<file path="src/rtl/serial_adder.sv">
// Multi-cycle adder/subtractor: consumes DIGIT bits of A/B per clock through a
// registered carry, and presents Sum/Carry/Overflow with a one-cycle done pulse.
module serial_adder #(
  parameter int WIDTH = 8,
  parameter int DIGIT = 1
) (
  input  logic             clk,
  input  logic             rst,
  input  logic             start,
  input  logic             Sub,
  input  logic [WIDTH-1:0] A,
  input  logic [WIDTH-1:0] B,
  input  logic             Cin,
  output logic             busy,
  output logic             done,
  output logic [WIDTH-1:0] Sum,
  output logic             Carry,
  output logic             Overflow
);

  localparam int N  = WIDTH / DIGIT;
  localparam int CW = (N > 1) ? $clog2(N) : 1;
  localparam logic [CW-1:0] LAST = CW'(N - 1);

  typedef enum logic {
    IDLE = 1'b0,
    RUN  = 1'b1
  } state_t;

  state_t           state_r;
  logic [WIDTH-1:0] a_r;
  logic [WIDTH-1:0] b_r;
  logic             carry_r;
  logic [CW-1:0]    cnt_r;
  logic [DIGIT-1:0] dsum_s;
  logic             dcout_s;
  logic             dcmsb_s;
  logic [WIDTH-1:0] a_nxt_s;
  logic [WIDTH-1:0] b_nxt_s;

  // Returns {carry out, carry into digit MSB, digit sum}.
  function automatic logic [DIGIT+1:0] digit_add(
    input logic [DIGIT-1:0] a,
    input logic [DIGIT-1:0] b,
    input logic             cin
  );
    logic [DIGIT:0] s;
    s = {1'b0, a} + {1'b0, b} + {{DIGIT{1'b0}}, cin};
    digit_add = {s[DIGIT], s[DIGIT-1] ^ a[DIGIT-1] ^ b[DIGIT-1], s[DIGIT-1:0]};
  endfunction

  // Add the current low digit of both operands with the registered carry.
  always_comb begin
    {dcout_s, dcmsb_s, dsum_s} = digit_add(a_r[DIGIT-1:0], b_r[DIGIT-1:0], carry_r);
  end

  // A's register doubles as the result register: each digit sum enters at the
  // top as the consumed operand digit leaves at the bottom.
  generate
    if (DIGIT < WIDTH) begin : g_shift
      assign a_nxt_s = {dsum_s, a_r[WIDTH-1:DIGIT]};
      assign b_nxt_s = {{DIGIT{1'b0}}, b_r[WIDTH-1:DIGIT]};
    end else begin : g_whole
      assign a_nxt_s = dsum_s;
      assign b_nxt_s = {WIDTH{1'b0}};
    end
  endgenerate

  // Control FSM, operand/carry datapath and registered result outputs.
  always_ff @(posedge clk or posedge rst) begin
    if (rst) begin
      state_r  <= IDLE;
      a_r      <= {WIDTH{1'b0}};
      b_r      <= {WIDTH{1'b0}};
      carry_r  <= 1'b0;
      cnt_r    <= {CW{1'b0}};
      busy     <= 1'b0;
      done     <= 1'b0;
      Sum      <= {WIDTH{1'b0}};
      Carry    <= 1'b0;
      Overflow <= 1'b0;
    end else begin
      done <= 1'b0;
      case (state_r)
        IDLE: begin
          if (start) begin
            a_r     <= A;
            b_r     <= Sub ? ~B : B;
            carry_r <= Sub ? ~Cin : Cin;
            cnt_r   <= {CW{1'b0}};
            busy    <= 1'b1;
            state_r <= RUN;
          end else begin
            state_r <= IDLE;
          end
        end
        RUN: begin
          a_r     <= a_nxt_s;
          b_r     <= b_nxt_s;
          carry_r <= dcout_s;
          cnt_r   <= cnt_r + CW'(1);
          if (cnt_r == LAST) begin
            Sum      <= a_nxt_s;
            Carry    <= dcout_s;
            Overflow <= dcmsb_s ^ dcout_s;
            busy     <= 1'b0;
            done     <= 1'b1;
            state_r  <= IDLE;
          end else begin
            state_r <= RUN;
          end
        end
        default: begin
          busy    <= 1'b0;
          state_r <= IDLE;
        end
      endcase
    end
  end

endmodule

</file>
<file path="config.mk">
export PLATFORM = sky130hd
export DESIGN_NAME = serial_adder
export DESIGN_NICKNAME = d
export VERILOG_FILES = /design/src/rtl/serial_adder.sv
export SDC_FILE = /design/constraint.sdc
export NUM_CORES = 1
export LEC_CHECK = 0
export ABC_AREA = 1
export CORE_MARGIN = 2
export CORE_UTILIZATION = 49
export DETAILED_ROUTE_END_ITERATION = 7
export PLACE_DENSITY = 0.85
export SYNTH_ARGS = -nofsm -noshare
export SYNTH_HDL_FRONTEND = slang
export SYNTH_SLANG_ARGS = --single-unit
</file>
<file path="constraint.sdc">
create_clock -name clk -period 1.65 [get_ports clk]
set_clock_uncertainty 0.05 [all_clocks]
set_input_delay 0.4125 -clock clk [delete_from_list [all_inputs] [get_ports clk]]
set_output_delay 0.4125 -clock clk [all_outputs]
set_load 0.02 [all_outputs]
</file>
== Yosys cells after proc, flatten, opt, wreduce, memory -nomap -nowiden ==
Index checks and enable logic that the tools add are counted.
Word-level totals
  latch bits: 0
  input port bits: 21
  register bits: 33
  bits in read-only memories: 0
  output and inout port bits: 12
  memories: 0
  memory bits (writable): 0
Operators by class
  magnitude comparators: 0
  div/mod/pow operators: 0
  equality and inequality tests: 3
  reductions and logical operators: 2
  shift operators: 0
  bitwise logic cells: 6
  multipliers: 0
  add/subtract/negate cells: 3
  mux-type cells: 18
Operator list (count)
  $pmux 8 s2: 2
  $mux 8: 3
  $mux 1: 8
  $not 8->8: 1
  $pmux 1 s2: 3
  $pmux 3 s2: 1
  $reduce_and 2->1: 2
  $add 3x1->3 const B: 1
  $eq 3x3->1 const B: 1
  $mux 3: 1
  $xor 1x1->1: 3
  $add 1x1->2: 1
  $add 2x1->2: 1
  $ne 2x1->1 const B: 1
  $ne 2x2->1 const B: 1
  $not 1->1: 2

== Longest topological paths before layout ==
  depth after elaboration: 5
  gate-level depth with buffers: 8

== Worst setup path after synthesis ==
OpenSTA, ideal clock, no wires.
  path kind: reg-to-reg
  from: reg a_r[0]
  to: reg Overflow
  arrival time: 1317 ps
  required time: 1484 ps
  cell stages (with the launch flop): 9
  setup time: 116 ps
  setup slack: 167 ps
  buffers on the path: 0
  path through: dfrtp_1 -> fa_1 -> inv_1 -> nand2_1 -> nand2_1 -> nand2_1 -> nand2_1 -> nand2_1 -> nand2_1
On the way
  cells in the longest elaborated chain, start to end: 5
RTL lines
  start, declared: line 31  | logic [WIDTH-1:0] a_r;
  start signal, assigned: line 73  | a_r <= {WIDTH{1'b0}};
  start signal, assigned: line 98  | a_r <= a_nxt_s;
  $add 1x1->2: line 48  | s = {1'b0, a} + {1'b0, b} + {{DIGIT{1'b0}}, cin};
  $add 2x1->2: line 48
  named net a_nxt_s[7]: line 38  | logic [WIDTH-1:0] a_nxt_s;
  $xor 1x1->1 (2 in a row): line 49  | digit_add = {s[DIGIT], s[DIGIT-1] ^ a[DIGIT-1] ^ b[DIGIT-1], s[DIGIT-1:0]};
  $xor 1x1->1: line 105  | Overflow <= dcmsb_s ^ dcout_s;
  end signal, assigned: line 105
  end, declared: line 18  | output logic Overflow
The timed path passes the listed nets, and every way through them passes these cells.
A chain may end at the register's enable or synchronous reset.

== Worst setup path after layout ==
  from: reg b_r[0]
  to: reg Overflow
On the way
  cells in the longest elaborated chain, start to end: 5
RTL lines
  start, declared: line 32  | logic [WIDTH-1:0] b_r;
  start signal, assigned: line 74  | b_r <= {WIDTH{1'b0}};
  start signal, assigned: line 88  | b_r <= Sub ? ~B : B;
  start signal, assigned: line 99  | b_r <= b_nxt_s;
  $add 1x1->2: line 48
  $add 2x1->2: line 48
  named net a_nxt_s[7]: line 38
  $xor 1x1->1 (2 in a row): line 49
  $xor 1x1->1: line 105
The timed path passes the listed nets, and every way through them passes these cells.

==> impl_metrics.env <==
export IMPL_fin_util=0.691
export IMPL_arrival_ps=1780
export IMPL_regToRegSetupSlack_ps=70
export IMPL_setup_viol_count_final=0
export IMPL_crit_type="reg2reg"
export IMPL_most_common_layout_cells="dfrtp_1, nand2_1, clkdlybuf4s50_1"
export IMPL_synth_largest_area_cell="dfrtp_1"
export IMPL_setup_worst_path_end_class="flip-flop"
export IMPL_power_density_mw_per_mm2=1790
export IMPL_max_clock_freq_mhz=632
export IMPL_area_delta_synth_final_pct=31.4
export IMPL_die_w_um=59.1
export IMPL_critPathLaunchType="flip-flop"
export IMPL_initialDrtViolationCount=58
export IMPL_antenna_found_initial=0
export IMPL_n_antenna_cell=0
export IMPL_final_common_cell="dfrtp_1"
export IMPL_crit_path_frequent_cell="nand2_1"
export IMPL_slowest_delay_ps=640
export IMPL_die_h_um=59.1
export IMPL_leakagePower_nw=0.948
export IMPL_ys_seq_elements=33
export IMPL_clock_path_buffers=2
export IMPL_h_tree_depth=2
export IMPL_period_minus_slack_ps=1580
export IMPL_grt_usage=0.222
export IMPL_drt_wl_total_um=3330
export IMPL_finalHoldViolCount=0
export IMPL_portBuffers=32
export IMPL_maxCapViolCount=0
export IMPL_status="complete, no violations"
export IMPL_numCtsBuffers=5
export IMPL_peakVddDrop_v=0.000845
export IMPL_cts_sinks=33
export IMPL_dpl_cell_area_mm2=0.00190
export IMPL_clk_pin_slew_worst_paths_ps=100
export IMPL_crit_required_ps=1850
export IMPL_postCtsHoldBufs=0
export IMPL_avgViaCountPerCell=5.44
export IMPL_fin_ws_ps=66.9
export IMPL_cts_tree="yes"
export IMPL_avgSynthCellArea_um2=10.1
export IMPL_nets=212
export IMPL_worst_pin_slew_ps=275
export IMPL_clk_latency_ps=340
export IMPL_route_detailed_drc=0
export IMPL_dpl_hpwl_um=2410
export IMPL_grt_pass1_wl_um=5590
export IMPL_yosysSeqAreaShare=0.555
export IMPL_synth_area_mm2=0.00149
export IMPL_period_share=0.959
export IMPL_design_area_mm2=0.00195
export IMPL_slew_headroom=0.816
export IMPL_root_buffer="clkbuf_4"
export IMPL_ys_warn_count=0
export IMPL_critical_path_slowest_cell="fa_2"
export IMPL_num_fill_cells=238
export IMPL_start_util=0.526
export IMPL_hp_class="in2async"
export IMPL_dieArea_mm2=0.00349
export IMPL_grt_max_degree=34
export IMPL_ant_nets=0
export IMPL_rsz0062_at_grt="true"
export IMPL_overflow=0
export IMPL_synth_top_cells_by_area="dfrtp_1, nand2_1, a22oi_1"
export IMPL_dp_worst_setup_slack_ps=11.3
export IMPL_cp_max_fo=4
export IMPL_maxSlewViolCount=0
export IMPL_coreArea_mm2=0.00283
export IMPL_num_rows=19
export IMPL_firstDrtPassIters=4
export IMPL_cp_num_buf_inv=1
export IMPL_vias=1196
export IMPL_io_pins=33
export IMPL_synth_top_area_frac=0.555
export IMPL_syn_num_nets=172
export IMPL_cp_top_family="adder cells"
export IMPL_grt_pass1_vias=1224
export IMPL_drive_above_1_share=0.127
export IMPL_crit_chain="fa_2 > inv_2 > nand2_1 > nand2_1 > nand2_1 > nand2_1 > nand2_1 > nand2_1"
export IMPL_synth_distinct_cells=19
export IMPL_syn_instance_count=148
export IMPL_wl_per_cell_um=15.1
export IMPL_gp_congestion=0.772
[metrics by stage]
| stage | total power, W | hold WS [ps] | instances | TNS [ps] |
|---|---|---|---|---|
| global route | 0.00376 | 357 | 220 | -30.5 |
| detailed placement | 0.00304 | 415 | 212 | 0 |
| global placement | 0.00290 | 415 | 212 | 0 |
| finish | 0.00350 | 344 | 220 | 0 |
| CTS | 0.00349 | 354 | 220 | 0 |
| floorplan | 0.00240 | 403 | 148 | 0 |
[worst min-delay path: cells and delay by family]
| family | cells | cell delay (ps) |
|---|---|---|
| buffers and inverters | 3 | 700 |
[repair_timing]
action,in CTS,in global routing
gates cloned,0,0
pin swaps,0,1
gates resized for setup,12,3
endpoints found under the setup margin,12,2
buffers inserted,0,0
[sequential cells by signal, indices dropped and copies added (netlist names)]
name      cells
done          1
Overflow      1
a_r           8
Carry         1
b_r           8
Sum           8
carry_r       1
cnt_r         3
busy          1
state_r       1
[cell usage after synthesis]
cell      number
clkbuf_1       1
o21ai_1       10
inv_1         15
a22o_1         2
ha_1           2
nor2_1         5
nor2_4         1
inv_2          3
fa_1           1
nor2_8         1
a22oi_2        1
o221ai_1       2
a22oi_1       13
xnor2_1        9
nand2_1       29
buf_2          3
dfrtp_1       33
o21ai_0       15
buf_6          2
[cell families after synthesis]
group | share of synthesized area
compound gates | 0.182
simple gates | 0.107
flops | 0.555
buf+inv | 0.0732
xor+xnor | 0.0530
fa+ha+maj | 0.0303
[layer usage]
layer	global-route usage	up-vias	part of all wire
li1	-	574	-
met1	0.262	557	0.40
met2	0.371	54	0.50
met3	0.0721	11	0.071
met4	0.0974	0	0.035
met5	0	-	0
[area by class of cell]
type                            count  area [um2]  area share
Clock buffer                        7        65.1      0.0333
Multi-Input combinational cell     91         556       0.284
Inverter                           18        67.6      0.0346
Clock inverter                      1        5.00     0.00256
Tap cell                           31        38.8      0.0198
Timing Repair Buffer               39         395       0.202
Sequential cell                    33         827       0.423
[worst paths after layout]
kind | start | endpoint | cells past startpoint
min reg2reg | Overflow$_DFFE_PP0P_ | Overflow$_DFFE_PP0P_ | 2
max reg2reg | b_r[0]$_DFFE_PP0P_ | Overflow$_DFFE_PP0P_ | 8
max | b_r[0]$_DFFE_PP0P_ | Overflow$_DFFE_PP0P_ | 8
min | rst | Overflow$_DFFE_PP0P_ | 3
min in group clk | Overflow$_DFFE_PP0P_ | Overflow$_DFFE_PP0P_ | 2
max in group asynchronous | rst | state_r$_DFF_PP0_ | 3
[power breakdown]
part           internal, W  switching, W  leakage, nW  total (W)
Clock             0.000247      0.000281       0.0413   0.000528
Combinational     0.000688      0.000878        0.488    0.00157
Sequential         0.00116      0.000246        0.419    0.00140
(Power assumes the default switching activity.)
